$ cat src/rtl/tesla_timing_pkg.sv
// Shared types and defaults for the drive-timing period path.
package tesla_timing_pkg;

  localparam int unsigned PERIOD_WIDTH       = 32;
  localparam int unsigned DEFAULT_MIN_PERIOD = 100;
  localparam int unsigned DEFAULT_MAX_PERIOD = 10000;

  typedef logic [PERIOD_WIDTH-1:0] period_t;

  typedef enum logic [1:0] {
    FILL   = 2'd0,
    TRACK  = 2'd1,
    LOCKED = 2'd2
  } tracker_state_e;

endpackage

$ cat src/rtl/period_sample_check.sv
// Combinational range and outlier check of one raw period sample against the running average.
module period_sample_check
  import tesla_timing_pkg::*;
#(
  parameter int unsigned WIDTH      = PERIOD_WIDTH,
  parameter int unsigned MIN_PERIOD = DEFAULT_MIN_PERIOD,
  parameter int unsigned MAX_PERIOD = DEFAULT_MAX_PERIOD,
  parameter int unsigned TOL_SHIFT  = 3
) (
  input  logic [WIDTH-1:0] sample,
  input  logic [WIDTH-1:0] avg,
  input  logic             check_tol,
  output logic             in_range,
  output logic             accept
);

  logic [WIDTH-1:0] dev;
  logic [WIDTH-1:0] tol;

  always_comb begin
    in_range = (sample >= WIDTH'(MIN_PERIOD)) && (sample <= WIDTH'(MAX_PERIOD));
    // Subtract the smaller from the larger so the deviation never wraps.
    dev      = (sample >= avg) ? (sample - avg) : (avg - sample);
    tol      = avg >> TOL_SHIFT;
    accept   = in_range && (!check_tol || (dev <= tol));
  end

endmodule

$ cat src/rtl/period_tracker.sv
// Filters raw period measurements into a validated moving average and reports lock status.
module period_tracker
  import tesla_timing_pkg::*;
#(
  parameter int unsigned WIDTH      = PERIOD_WIDTH,
  parameter int unsigned LOG2_AVG   = 3,
  parameter int unsigned MIN_PERIOD = DEFAULT_MIN_PERIOD,
  parameter int unsigned MAX_PERIOD = DEFAULT_MAX_PERIOD,
  parameter int unsigned TOL_SHIFT  = 3,
  parameter int unsigned LOCK_COUNT = 4,
  parameter int unsigned MISS_LIMIT = 2
) (
  input  logic             clock,
  input  logic             reset,
  input  logic [WIDTH-1:0] period_in,
  input  logic             period_in_valid,
  output logic [WIDTH-1:0] period_out,
  output logic [WIDTH-1:0] half_period_out,
  output logic             period_out_valid,
  output logic             locked,
  output logic             reject_pulse
);

  localparam int unsigned SUM_W  = WIDTH + LOG2_AVG;
  localparam int unsigned FILL_W = LOG2_AVG + 1;
  localparam int unsigned GOOD_W = $clog2(LOCK_COUNT + 1);
  localparam int unsigned MISS_W = $clog2(MISS_LIMIT + 1);

  localparam logic [FILL_W-1:0] FILL_LAST = FILL_W'((1 << LOG2_AVG) - 1);
  localparam logic [GOOD_W-1:0] GOOD_LAST = GOOD_W'(LOCK_COUNT - 1);
  localparam logic [MISS_W-1:0] MISS_LAST = MISS_W'(MISS_LIMIT - 1);

  tracker_state_e    state_q, state_d;
  logic [SUM_W-1:0]  sum_q, sum_d;
  logic [FILL_W-1:0] fill_q, fill_d;
  logic [GOOD_W-1:0] good_q, good_d;
  logic [MISS_W-1:0] miss_q, miss_d;
  logic [WIDTH-1:0]  out_d, half_d;
  logic              valid_d, reject_d;

  logic [WIDTH-1:0]  avg;
  logic [SUM_W-1:0]  sum_fill, sum_track;
  logic [WIDTH-1:0]  avg_fill, avg_track;
  logic              in_range, accept;

  assign avg       = sum_q[SUM_W-1:LOG2_AVG];
  assign sum_fill  = sum_q + SUM_W'(period_in);
  assign sum_track = sum_q - SUM_W'(avg) + SUM_W'(period_in);
  assign avg_fill  = sum_fill[SUM_W-1:LOG2_AVG];
  assign avg_track = sum_track[SUM_W-1:LOG2_AVG];
  assign locked    = (state_q == LOCKED);

  period_sample_check #(
    .WIDTH      (WIDTH),
    .MIN_PERIOD (MIN_PERIOD),
    .MAX_PERIOD (MAX_PERIOD),
    .TOL_SHIFT  (TOL_SHIFT)
  ) u_check (
    .sample    (period_in),
    .avg       (avg),
    .check_tol (state_q != FILL),
    .in_range  (in_range),
    .accept    (accept)
  );

  always_comb begin
    state_d  = state_q;
    sum_d    = sum_q;
    fill_d   = fill_q;
    good_d   = good_q;
    miss_d   = miss_q;
    out_d    = period_out;
    half_d   = half_period_out;
    valid_d  = 1'b0;
    reject_d = 1'b0;
    if (period_in_valid) begin
      unique case (state_q)
        FILL: begin
          if (in_range) begin
            sum_d  = sum_fill;
            fill_d = fill_q + 1'b1;
            if (fill_q == FILL_LAST) begin
              out_d   = avg_fill;
              half_d  = avg_fill >> 1;
              valid_d = 1'b1;
              fill_d  = '0;
              good_d  = '0;
              miss_d  = '0;
              state_d = TRACK;
            end
          end else begin
            reject_d = 1'b1;
          end
        end
        TRACK, LOCKED: begin
          if (accept) begin
            sum_d   = sum_track;
            out_d   = avg_track;
            half_d  = avg_track >> 1;
            valid_d = 1'b1;
            miss_d  = '0;
            if (state_q == TRACK) begin
              good_d = good_q + 1'b1;
              if (good_q == GOOD_LAST) state_d = LOCKED;
            end
          end else begin
            reject_d = 1'b1;
            good_d   = '0;
            miss_d   = miss_q + 1'b1;
            // Outputs deliberately hold their last estimate while re-acquiring.
            if (miss_q == MISS_LAST) begin
              state_d = FILL;
              sum_d   = '0;
              fill_d  = '0;
              miss_d  = '0;
            end
          end
        end
        default: state_d = FILL;
      endcase
    end
  end

  always_ff @(posedge clock) begin
    if (reset) begin
      state_q          <= FILL;
      sum_q            <= '0;
      fill_q           <= '0;
      good_q           <= '0;
      miss_q           <= '0;
      period_out       <= '0;
      half_period_out  <= '0;
      period_out_valid <= 1'b0;
      reject_pulse     <= 1'b0;
    end else begin
      state_q          <= state_d;
      sum_q            <= sum_d;
      fill_q           <= fill_d;
      good_q           <= good_d;
      miss_q           <= miss_d;
      period_out       <= out_d;
      half_period_out  <= half_d;
      period_out_valid <= valid_d;
      reject_pulse     <= reject_d;
    end
  end

endmodule

$ cat config.mk
export PLATFORM = sky130hd
export DESIGN_NAME = period_tracker
export DESIGN_NICKNAME = d
export VERILOG_FILES = /design/src/rtl/tesla_timing_pkg.sv /design/src/rtl/period_sample_check.sv /design/src/rtl/period_tracker.sv
export SDC_FILE = /design/constraint.sdc
export NUM_CORES = 1
export LEC_CHECK = 0
export ABC_AREA = 1
export CAP_MARGIN = 20
export CELL_PAD_IN_SITES_DETAIL_PLACEMENT = 0
export CELL_PAD_IN_SITES_GLOBAL_PLACEMENT = 2
export CORE_ASPECT_RATIO = 0.6
export CORE_MARGIN = 2
export CORE_UTILIZATION = 33
export CTS_CLUSTER_DIAMETER = 30
export DETAILED_ROUTE_END_ITERATION = 10
export PLACE_DENSITY = 0.82
export SETUP_SLACK_MARGIN = 0.15
export SLEW_MARGIN = 20
export SYNTH_ARGS = -nofsm -noshare
export SYNTH_HDL_FRONTEND = slang
export SYNTH_SLANG_ARGS = --single-unit
$ cat constraint.sdc
create_clock -name clock -period 6.8 [get_ports clock]
set_input_delay 1.36 -clock clock [delete_from_list [all_inputs] [get_ports clock]]
set_output_delay 1.36 -clock clock [all_outputs]
set_load 0.005 [all_outputs]
==> metrics.json <==
{
  "tritoncts_clock_tree": "done",
  "synthArstFlopShare": 0,
  "grt_pass1_wl_microns": 89200,
  "ff2ff_setup_slack_ns": 1.27,
  "clockRootBuffer": "sky130_fd_sc_hd__clkbuf_16",
  "placement_rows": 56,
  "io-pin-count": 102,
  "critical_path_required_ns": 7.09,
  "grt_max_degree": 48,
  "finalSetupTns_ns": 0,
  "io_buffer_count": 100,
  "numClockSinks": 80,
  "dieHeight_microns": 159,
  "dieWidth_microns": 263,
  "worst_hold_slack_ns": 0.446,
  "detailedPlace.worstSlack_ns": -0.474,
  "status": "complete, no violations",
  "detailedPlacementHpwl_microns": 51600,
  "worst_r2r_startpoint": "sum_q[34]$_SDFFE_PP0P_",
  "post_cts_clock_slew_at_the_launch_and_capture_registers_of_the_worst_setup_and_hold_paths_ns": 0.07,
  "drt.antenna.violating_nets": 0,
  "hp-class": "flop to flop",
  "share_seq_of_total_power": 0.281,
  "area_delta_synth_final_pct": 21.4,
  "grt_util_all_layers": 0.281,
  "clock_latency_ns": 0.36,
  "fmaxAchievable_mhz": 158,
  "detail_route.vias_per_cell": 5.23,
  "rsz_0062_raised_after_global_routing": "false",
  "final.setup.worst_slack_ns": 0.490,
  "crit_fanout": 28,
  "post-route-min-period_ns": 6.31,
  "hold_path.startpoint": "miss_q[1]$_SDFFE_PP0P_",
  "synth_top_flop_cell": "sky130_fd_sc_hd__dfxtp_1",
  "numCtsBuffers": 9,
  "worst_ir_drop_vdd_mv": 0.131,
  "first_global_vias": 14200,
  "critPathMostFrequentCell": "sky130_fd_sc_hd__nand2_1",
  "type_of_the_setup_path_with_the_least_slack": "input port to flop",
  "first_pass_iters": 6,
  "finClkSkew_ns": 0.00907,
  "worst_path_dominant_cell_family": "simple AND/OR/NAND/NOR gates",
  "cap_violations": 0,
  "worst_pin_slew_ns": 1.00,
  "synth_area_per_cell_sq_um": 5.95,
  "cp_data_arrival_time_ns": 6.60,
  "number_of_design_rule_violations_left_by_the_first_detailed_router_iteration": 1584,
  "count_of_flip_flops_with_a_built_in_enable_after_synthesis": 0,
  "final_routed_wirelength_across_all_metal_layers_microns": 59800,
  "totalPowerFinal_mw": 1.67,
  "worstReg2RegEnd": "sum_q[11]$_SDFFE_PP0P_",
  "detail_route.wl_per_cell_microns": 20.4,
  "leakagePower_nw": 7.90,
  "setup_viol": 0,
  "floorplan.die_area_sq_um": 41900,
  "yosys_warnings": 0,
  "ys_ff_latch": 80,
  "synth.net_count": 2468,
  "fin_crit_sh": 0.928,
  "initial_core_util": 0.337,
  "postLayoutCellArea_sq_um": 16100,
  "critical_path.endpoint_type": "flop",
  "post-route-drc-count": 0,
  "cts-root-to-sink-buffers": 2,
  "initial_antenna_violation_count": 2,
  "hold_depth": 2,
  "combPwrFrac": 0.409,
  "dr_vias": 15400,
  "critical-path-slowest-cell": "sky130_fd_sc_hd__clkdlybuf4s50_1",
  "cts-htree-levels": 3,
  "report.final.slew_viol_count": 0,
  "synth.lib_cells_used.distinct": 54,
  "holdBufCountCts": 0,
  "final_nets": 2646,
  "slew_headroom": 0.325,
  "placement.cell_area_sq_um": 15600,
  "final-hold-violation-count": 0,
  "netlist_instances": 2230,
  "power_per_cell_area_nw_per_um2": 103,
  "gp_routability_congestion": 0.965,
  "nature_of_the_critical_path_startpoint": "input port",
  "share_clk_of_total_power": 0.309,
  "hold-path-endpoint": "miss_q[1]$_SDFFE_PP0P_",
  "worstPathBufferInverterCount": 10,
  "core_area_sq_um": 39400,
  "global_route.overflow_total": 0,
  "rr_worst_depth": 34,
  "power_switching_share": 0.395,
  "cell_area_after_synthesis_sq_um": 13300,
  "yosysSeqAreaShare": 0.121,
  "net_switching_power_of_the_design_mw": 0.658,
  "final_layout_size_suffix_gt1_frac": 0.0928,
  "stage_delay_of_the_slowest_cell_on_the_critical_path_ns": 0.50,
  "internal-power_mw": 1.01
}
[metal layers]
metal  vias to the layer above  global-route usage  wire (microns)
met3                        40              0.0784            5760
met1                      7136               0.447           31500
met5                         -                   0              13
met2                       581               0.370           21900
li1                       7598                   -               -
met4                         2              0.0327             591
[cells by family (layout without fill, tap and decap cells)]
kind of cell    after synthesis  in the layout  synth area share
other cells                   1              2          0.000283
buf+inv                     424            607             0.131
simple gates                960            960             0.296
fa+ha+maj                   203            203             0.211
compound gates              518            518             0.212
flops                        80             80             0.121
xor+xnor                     41             41            0.0271
mux                           3              3           0.00226
[power groups by stage]
stage	clock network (mW)	logic (mW)	registers [mW]
after floorplan	0	0.388	0.479
after global placement	0	0.651	0.479
after detailed placement	0	0.648	0.479
after CTS	0.524	0.654	0.469
after global routing	0.548	0.753	0.468
final	0.515	0.682	0.469
[area by class of cell]
type / instances / area, sq um
fill: 4420 / 23300
clock buffer: 10 / 229
sequential: 80 / 1600
inverter: 355 / 1340
timing repair buffer: 236 / 2090
multi-input combinational: 1726 / 10100
tap: 522 / 653
clock inverter: 6 / 67.6
antenna: 1 / 2.50
[synth_stat cells, types with 7 or more instances]
master / number / area share
sky130_fd_sc_hd__a211oi_1: 8 / 0.0045
sky130_fd_sc_hd__a21o_1: 12 / 0.0068
sky130_fd_sc_hd__a21oi_1: 225 / 0.085
sky130_fd_sc_hd__a31oi_1: 10 / 0.0047
sky130_fd_sc_hd__buf_2: 10 / 0.0038
sky130_fd_sc_hd__buf_4: 33 / 0.019
sky130_fd_sc_hd__clkbuf_1: 21 / 0.0059
sky130_fd_sc_hd__dfxtp_1: 80 / 0.12
sky130_fd_sc_hd__fa_1: 35 / 0.053
sky130_fd_sc_hd__ha_1: 168 / 0.16
sky130_fd_sc_hd__inv_1: 348 / 0.098
sky130_fd_sc_hd__nand2_1: 533 / 0.15
sky130_fd_sc_hd__nand3_1: 90 / 0.034
sky130_fd_sc_hd__nand4_1: 16 / 0.0075
sky130_fd_sc_hd__nor2_1: 259 / 0.073
sky130_fd_sc_hd__nor3_1: 25 / 0.0094
sky130_fd_sc_hd__nor4_1: 9 / 0.0042
sky130_fd_sc_hd__o21ai_0: 198 / 0.075
sky130_fd_sc_hd__o21ai_1: 15 / 0.0057
sky130_fd_sc_hd__o21bai_1: 10 / 0.0057
sky130_fd_sc_hd__o221ai_1: 7 / 0.0046
sky130_fd_sc_hd__or2_2: 11 / 0.0052
sky130_fd_sc_hd__xnor2_1: 23 / 0.015
sky130_fd_sc_hd__xor2_1: 18 / 0.012
[layout by cell type, fill, tap and decap left out, types with 11 or more instances in the layout]
cell	n
sky130_fd_sc_hd__nand2_1	527
sky130_fd_sc_hd__inv_1	346
sky130_fd_sc_hd__nor2_1	254
sky130_fd_sc_hd__a21oi_1	216
sky130_fd_sc_hd__o21ai_0	190
sky130_fd_sc_hd__ha_1	162
sky130_fd_sc_hd__buf_4	130
sky130_fd_sc_hd__clkdlybuf4s50_1	94
sky130_fd_sc_hd__nand3_1	89
sky130_fd_sc_hd__dfxtp_1	80
sky130_fd_sc_hd__fa_1	35
sky130_fd_sc_hd__xnor2_1	23
sky130_fd_sc_hd__nor3_1	23
sky130_fd_sc_hd__o21ai_1	20
sky130_fd_sc_hd__xor2_1	17
sky130_fd_sc_hd__nand4_1	16
sky130_fd_sc_hd__a21o_1	12
sky130_fd_sc_hd__or2_2	11
[worst reg2reg max path, delay by kind of cell (launching register included)]
kind | cells | cell delay, ns
buffers and inverters | 10 | 1.50
AOI/OAI and AO/OA | 5 | 0.76
and+or+nand+nor | 16 | 1.76
xor gates and xnor gates | 1 | 0.16
DFF | 1 | 0.60
adders and majority gates | 2 | 0.65
[sequential cells by signal, indices dropped and copies added, names as in the netlist]
name and cells:
fill_q 4, good_q 3, half_period_out 1, miss_q 2
period_out 31, period_out_valid 1, reject_pulse 1, state_q 2
sum_q 35
[metrics by stage]
stage          utilization  cells
3_3_place_gp         0.395   2915
4_1_cts              0.403   2931
6_report             0.409   2936
5_1_grt              0.409   2935
2_1_floorplan            -   2230
3_5_place_dp         0.395   2915
[how the worst max path moves through the flow]
stage	depth (start not counted)	slack (ns)	end	startpoint
after floorplan	34	1.40	sum_q[14]$_SDFFE_PP0P_	period_in[23]
after global placement	35	-0.47	good_q[0]$_SDFFE_PP0P_	period_in[27]
after detailed placement	34	-0.47	good_q[0]$_SDFFE_PP0P_	period_in[27]
after CTS	36	0.16	good_q[2]$_SDFFE_PP0P_	period_in[26]
after global routing	42	0.12	sum_q[1]$_SDFFE_PP0P_	period_in[5]
final	35	0.49	sum_q[11]$_SDFFE_PP0P_	period_in[29]
[timing repair]
item	4_1_cts	5_1_grt
pin swaps	0	4
setup buffers	0	4
resized for setup	5	59
endpoints found under the setup margin	74	80
Note: power is estimated with default switching activity, not from simulation.
